### src/rtl/mul_pkg.sv
// Shared multiplier datapath constants and Booth digit encoding.
// Used by the partial-product generator and the downstream compressor tree.
package mul_pkg;

    localparam int OP_W   = 32;
    localparam int PP_W   = 64;
    localparam int PP_NUM = 16;

    typedef enum logic [2:0] {
        BD_ZERO,
        BD_P1,
        BD_P2,
        BD_M1,
        BD_M2
    } booth_dig_t;

    // Window is {b[2i+1], b[2i], b[2i-1]}.
    function automatic booth_dig_t booth_decode(input logic [2:0] win);
        booth_dig_t d;
        case (win)
            3'b001, 3'b010: d = BD_P1;
            3'b011:         d = BD_P2;
            3'b100:         d = BD_M2;
            3'b101, 3'b110: d = BD_M1;
            default:        d = BD_ZERO;
        endcase
        return d;
    endfunction

endpackage

### src/rtl/booth_pp_gen_if.sv
// Operand / partial-product handshake bundle for booth_pp_gen.
// slave = the generator, master = the operand source and row consumer.
interface booth_pp_gen_if
    import mul_pkg::*;
#(
    parameter int TAG_W = 4
) ();

    logic                          in_valid;
    logic                          in_ready;
    logic [OP_W-1:0]               in_a;
    logic [OP_W-1:0]               in_b;
    logic [TAG_W-1:0]              in_tag;
    logic                          out_valid;
    logic                          out_ready;
    logic [PP_NUM-1:0][PP_W-1:0]   out_pp;
    logic [TAG_W-1:0]              out_tag;

    modport master (
        output in_valid, in_a, in_b, in_tag, out_ready,
        input  in_ready, out_valid, out_pp, out_tag
    );

    modport slave (
        input  in_valid, in_a, in_b, in_tag, out_ready,
        output in_ready, out_valid, out_pp, out_tag
    );

endinterface

### src/rtl/booth_row_sel.sv
// One radix-4 Booth row: selects 0/+-A/+-2A from a 3-bit digit window.
// Output is unshifted and exactly negated; the caller applies the 2i shift.
module booth_row_sel
    import mul_pkg::*;
(
    input  logic [2:0]      i_win,
    input  logic [PP_W-1:0] i_a_sext,
    output logic [PP_W-1:0] o_row
);

    booth_dig_t      w_dig;
    logic [PP_W-1:0] w_mag;
    logic            w_neg;

    assign w_dig = booth_decode(i_win);

    always_comb begin
        w_mag = '0;
        w_neg = 1'b0;
        case (w_dig)
            BD_P1: w_mag = i_a_sext;
            BD_P2: w_mag = i_a_sext << 1;
            BD_M1: begin
                w_mag = i_a_sext;
                w_neg = 1'b1;
            end
            BD_M2: begin
                w_mag = i_a_sext << 1;
                w_neg = 1'b1;
            end
            default: w_mag = '0;
        endcase
    end

    assign o_row = w_neg ? (~w_mag + PP_W'(1)) : w_mag;

endmodule

### src/rtl/booth_pp_gen.sv
// Radix-4 Booth partial-product generator: 16 registered, pre-shifted 64-bit rows per op.
// Define BOOTH_PP_SKID_EN for a 1-entry skid so in_ready has no path from out_ready.
module booth_pp_gen
    import mul_pkg::*;
#(
    parameter int TAG_W = 4
) (
    input  logic          clk,
    input  logic          rst,
    booth_pp_gen_if.slave bus
);

    logic                        w_in_xfer;
    logic                        w_out_free;
    logic                        w_load;
    logic [OP_W-1:0]             w_src_a;
    logic [OP_W-1:0]             w_src_b;
    logic [TAG_W-1:0]            w_src_tag;
    logic [PP_W-1:0]             w_a_sext;
    logic [OP_W:0]               w_b_ext;
    logic [PP_NUM-1:0][PP_W-1:0] w_row_raw;
    logic [PP_NUM-1:0][PP_W-1:0] w_rows;

    logic                        r_out_valid;
    logic [PP_NUM-1:0][PP_W-1:0] r_pp;
    logic [TAG_W-1:0]            r_tag;

    assign w_out_free = ~r_out_valid | bus.out_ready;
    assign w_in_xfer  = bus.in_valid & bus.in_ready;

`ifdef BOOTH_PP_SKID_EN
    // Skid stores raw operands; rows are regenerated when it drains.
    logic             r_skid_valid;
    logic [OP_W-1:0]  r_skid_a;
    logic [OP_W-1:0]  r_skid_b;
    logic [TAG_W-1:0] r_skid_tag;

    assign bus.in_ready = ~r_skid_valid;
    assign w_src_a      = r_skid_valid ? r_skid_a   : bus.in_a;
    assign w_src_b      = r_skid_valid ? r_skid_b   : bus.in_b;
    assign w_src_tag    = r_skid_valid ? r_skid_tag : bus.in_tag;
    assign w_load       = w_out_free & (r_skid_valid | w_in_xfer);

    always_ff @(posedge clk) begin
        if (rst) begin
            r_skid_valid <= 1'b0;
            r_skid_a     <= '0;
            r_skid_b     <= '0;
            r_skid_tag   <= '0;
        end else if (w_in_xfer && !w_out_free) begin
            r_skid_valid <= 1'b1;
            r_skid_a     <= bus.in_a;
            r_skid_b     <= bus.in_b;
            r_skid_tag   <= bus.in_tag;
        end else if (r_skid_valid && w_out_free) begin
            r_skid_valid <= 1'b0;
        end
    end
`else
    assign bus.in_ready = w_out_free;
    assign w_src_a      = bus.in_a;
    assign w_src_b      = bus.in_b;
    assign w_src_tag    = bus.in_tag;
    assign w_load       = w_in_xfer;
`endif

    assign w_a_sext = {{(PP_W-OP_W){w_src_a[OP_W-1]}}, w_src_a};
    assign w_b_ext  = {w_src_b, 1'b0};

    generate
        for (genvar gi = 0; gi < PP_NUM; gi++) begin : g_row
            booth_row_sel u_row (
                .i_win    (w_b_ext[2*gi+2 -: 3]),
                .i_a_sext (w_a_sext),
                .o_row    (w_row_raw[gi])
            );
            assign w_rows[gi] = w_row_raw[gi] << (2*gi);
        end
    endgenerate

    always_ff @(posedge clk) begin
        if (rst) begin
            r_out_valid <= 1'b0;
            r_pp        <= '0;
            r_tag       <= '0;
        end else if (w_load) begin
            r_out_valid <= 1'b1;
            r_pp        <= w_rows;
            r_tag       <= w_src_tag;
        end else if (bus.out_ready) begin
            r_out_valid <= 1'b0;
        end
    end

    assign bus.out_valid = r_out_valid;
    assign bus.out_pp    = r_pp;
    assign bus.out_tag   = r_tag;

endmodule
### src/flat_wrapper.sv
// flat-port wrapper written by rule: the top's interface ports become plain ports
module booth_pp_gen_flat import mul_pkg::*;
#(
    parameter int TAG_W = 4
)
  (clk, rst, bus_in_valid, bus_in_a, bus_in_b, bus_in_tag, bus_out_ready, bus_in_ready, bus_out_valid, bus_out_pp, bus_out_tag);
  booth_pp_gen_if #(.TAG_W(TAG_W)) bus_i ();
  input  logic clk;
  input  logic rst;
  input wire logic [$bits(bus_i.in_valid)-1:0] bus_in_valid;
  input wire logic [$bits(bus_i.in_a)-1:0] bus_in_a;
  input wire logic [$bits(bus_i.in_b)-1:0] bus_in_b;
  input wire logic [$bits(bus_i.in_tag)-1:0] bus_in_tag;
  input wire logic [$bits(bus_i.out_ready)-1:0] bus_out_ready;
  output wire logic [$bits(bus_i.in_ready)-1:0] bus_in_ready;
  output wire logic [$bits(bus_i.out_valid)-1:0] bus_out_valid;
  output wire logic [$bits(bus_i.out_pp)-1:0] bus_out_pp;
  output wire logic [$bits(bus_i.out_tag)-1:0] bus_out_tag;
  assign bus_i.in_valid = bus_in_valid;
  assign bus_i.in_a = bus_in_a;
  assign bus_i.in_b = bus_in_b;
  assign bus_i.in_tag = bus_in_tag;
  assign bus_i.out_ready = bus_out_ready;
  assign bus_in_ready = bus_i.in_ready;
  assign bus_out_valid = bus_i.out_valid;
  assign bus_out_pp = bus_i.out_pp;
  assign bus_out_tag = bus_i.out_tag;
  booth_pp_gen #(.TAG_W(TAG_W)) u_core (.clk(clk), .rst(rst), .bus(bus_i));
endmodule
### config.mk
export PLATFORM = sky130hd
export DESIGN_NAME = booth_pp_gen_flat
export DESIGN_NICKNAME = d
export VERILOG_FILES = /design/src/rtl/mul_pkg.sv /design/src/rtl/booth_pp_gen_if.sv /design/src/rtl/booth_row_sel.sv /design/src/rtl/booth_pp_gen.sv /design/src/flat_wrapper.sv
export SDC_FILE = /design/constraint.sdc
export NUM_CORES = 2
export LEC_CHECK = 0
export ABC_AREA = 1
export CORE_AREA = 3 3 425 427
export CTS_BUF_LIST = sky130_fd_sc_hd__clkbuf_8
export CTS_CLUSTER_DIAMETER = 50
export DETAILED_ROUTE_END_ITERATION = 6
export DIE_AREA = 0 0 428 430
export PLACE_DENSITY = 0.52
export SETUP_SLACK_MARGIN = 0.4
export SYNTH_ARGS = -nofsm -noshare
export SYNTH_HDL_FRONTEND = slang
export SYNTH_SLANG_ARGS = --single-unit
### constraint.sdc
create_clock -name clk -period 3.4 [get_ports clk]
set_clock_uncertainty 0.15 [all_clocks]
set_input_delay 0.51 -clock clk [delete_from_list [all_inputs] [get_ports clk]]
set_output_delay 0.51 -clock clk [all_outputs]
set_load 0.02 [all_outputs]
==> impl_metrics.ini <==
[critical_path]
cp.arrival_ns = 2.19
rrSetupSlack_ns = 0.97
reg2reg_depth = 7
crit_required_ns = 2.74
reg2reg_from = u_core.bus.out_valid
cp_num_buf_inv = 1
slowest_delay_ns = 0.72
cp-end-kind = output pin
crit_slowest_cell = clkdlybuf4s50_1
path_cells = clkdlybuf4s50_1
start_kind = flop
r2r-end = u_core.bus.out_pp[335]
cp_top_family = buffers and inverters
cp_max_fo = 2
critPathKind = flop to output pin

[cts]
cts_max_path_buffers = 3
htreeDepth = 4
clock-sinks = 789
clk_latency_ns = 0.94
path_clk_slew_ns = 0.06
cts-buffers-inserted = 159
clock-root-buffer = clkbuf_8
cts_tree = done

[power]
combPwrFrac_pct = 39.1
max-vdd-ir-drop_uv = 436
power.density_mw_per_mm2 = 458
p_seq_share_pct = 30.2
leakagePower_nw = 34.4
p_total_mw = 35.1
power_switching_mw = 13.4
clkPwrFrac_pct = 30.7
swShare_pct = 38.3
power.internal_mw = 21.6

[yosys]
synthCells = 8586
synth_area_sq_mm = 0.0527
synth_ff_type = dfxtp_1
yosysSeqAreaShare_pct = 30.0
synth_cell_type_count = 60
synth.area.top_cells = dfxtp_1 30%, nand2_1 18%, a21oi_1 7.7%
synth_warnings = 0
synthArstFlopShare_pct = 0
synth_top_cell_by_area = dfxtp_1
syn_avg_cell_area_sq_um = 6.14
synth_edf_count = 0
synth_seq_cells = 789
synth_top_area_share_pct = 30.0

[route]
wl_um = 295000
viasPerCell = 4.99
via_count = 65200
drtAntennaViolNets = 0
routedWlPerCell_um = 22.6
dr.pass1.iters = 6
drcViolationCount = 0
drt_first_iter_violations = 6011

[timing]
setup_ws_ns = 0.546
setup_violations = 0
min_period_ns = 2.85
maxSlewViolCount = 0
period_share_pct = 83.9
hold_violations = 0
rsz0062_at_grt = false
slew_headroom_pct = 45.1
fmax_mhz = 350
worstMarginPinSlew_ns = 0.815

[placed_design]
routabilityCongestion = 0.965
post-place-ws_ns = -0.502
dp_cells = 12800
io_buffers = 861
hpwl_um = 226000

[die]
start_util_pct = 29.8
core_sq_mm = 0.176
die-height_um = 430
ios = 1102
die_w_um = 428
dieArea_sq_mm = 0.184
num_rows = 154

[outcome]
status = finished clean

[finish]
stdcell_count = 13100
nNetsFinal = 10700
syn_to_final_growth_pct = 45.4
drive_gt1_share_pct = 19.8
fill_cells = 18800
fin_util_pct = 43.4

[worst_hold_path]
hold_path_startpoint = bus_in_b[1]
worstHoldEndpoint = u_core.bus.out_pp[1]
hp-class = primary input to flop
hold_depth = 5

[global_route]
grt_max_degree = 131
grt_antenna_before_repair = 47
grt_pass1_wl_um = 418000
grt_usage_pct = 30.5
grt_remaining_overflow = 0
grt_pass1_vias = 60600

[run]
drv_cap = 0
how the worst max path moves through the flow:
stage	from	to	cells after the start
4_1_cts	u_core.bus.out_pp[153]	bus_out_pp[153]	1
3_3_place_gp	bus_in_b[3]	u_core.bus.out_pp[143]	17
3_5_place_dp	bus_in_b[3]	u_core.bus.out_pp[143]	16
5_1_grt	bus_in_b[17]	u_core.bus.out_pp[612]	19
6_report	u_core.bus.out_pp[160]	bus_out_pp[160]	1
2_1_floorplan	bus_in_b[1]	u_core.bus.out_pp[116]	19
synthesized netlist by cell type, drive strengths merged (14+ instances only):
cell type,count
nand2,2580
or2,19
a22oi,14
o21bai,38
o22ai,143
nand3,751
inv,639
clkbuf,305
nand4,104
ha,76
nor2,973
nand3b,46
buf,443
o211ai,29
o21ai,590
a31oi,19
nor3,45
a21oi,895
dfxtp,789
a21boi,36
registers in the layout, summed over array words and instances, names as in the netlist:
name,count
u_core.bus.out_pp,784
u_core.bus.out_tag,4
u_core.bus.out_valid,1
cells in the final DEF (no fill, tap or decap), drive strengths merged, types with 29 or more instances in the layout:
| master | instances |
|---|---|
| clkdlybuf4s50 | 820 |
| conb | 240 |
| o22ai | 143 |
| dfxtp | 789 |
| o21ai | 590 |
| o211ai | 29 |
| inv | 685 |
| nor2 | 973 |
| nor3 | 45 |
| a21boi | 36 |
| nand2 | 2580 |
| nand3 | 751 |
| clkbuf | 195 |
| o21bai | 38 |
| nand3b | 46 |
| ha | 76 |
| buf | 1521 |
| a21oi | 895 |
| nand4 | 104 |
stage by stage:
stage	setup TNS, ns	instance area [sq um]	hold WS (ns)
floorplan	0	53700	0.395
global placement	-58.51	73100	0.301
detailed placement	-68.46	73100	0.305
CTS	0	76600	0.0161
global route	0	76600	0.0969
finish	0	76600	0.136
what timing repair did:
| item | CTS | global route |
|---|---|---|
| endpoints found under the setup margin | 6 | 4 |
| gates resized for setup | 6 | 2 |
| buffers inserted | 0 | 0 |
| hold buffers | 3 | 0 |
| endpoints found under the hold margin | 53 | 0 |
| pin swaps | 0 | 0 |
cells by family (layout without fill, tap and decap cells):
kind of cell | count (synthesis) | after routing | share of synthesized area (%)
and+or+nand+nor | 4533 | 4533 | 36.3
other | 1 | 266 | 0.00712
buffers and inverters | 1393 | 3279 | 12.7
DFF | 789 | 789 | 30.0
AOI/OAI and AO/OA | 1794 | 1794 | 19.2
adders and majority gates | 76 | 76 | 1.80
per-layer routing:
| layer | vias to the layer above | global-route usage (%) | share of wire [%] |
|---|---|---|---|
| met5 | - | 0 | 0 |
| met4 | 0 | 15.3 | 5.3 |
| met3 | 538 | 5.72 | 6.6 |
| met2 | 2393 | 50.7 | 47 |
| met1 | 30600 | 37.7 | 41 |
| li1 | 31700 | - | - |
power by group through the flow:
stage	clock [mW]	combinational [mW]	sequential, mW
global placement	0	13.5	10.8
finish	10.8	13.7	10.6
floorplan	0	5.90	11.7
global route	11.4	14.7	10.7
detailed placement	0	13.6	10.8
CTS	11.0	13.6	10.6
area by class of cell:
class,instances,area [sq um],area share (%)
Timing Repair Buffer,2351,20800,27.1
Tap cell,2340,2930,3.82
Clock buffer,195,2680,3.50
Clock inverter,88,800,1.04
Inverter,645,2440,3.18
Antenna cell,26,65.1,0.0849
Multi-Input combinational cell,6643,31100,40.6
Sequential cell,789,15800,20.6
Note: power is estimated with default switching activity, not from simulation.
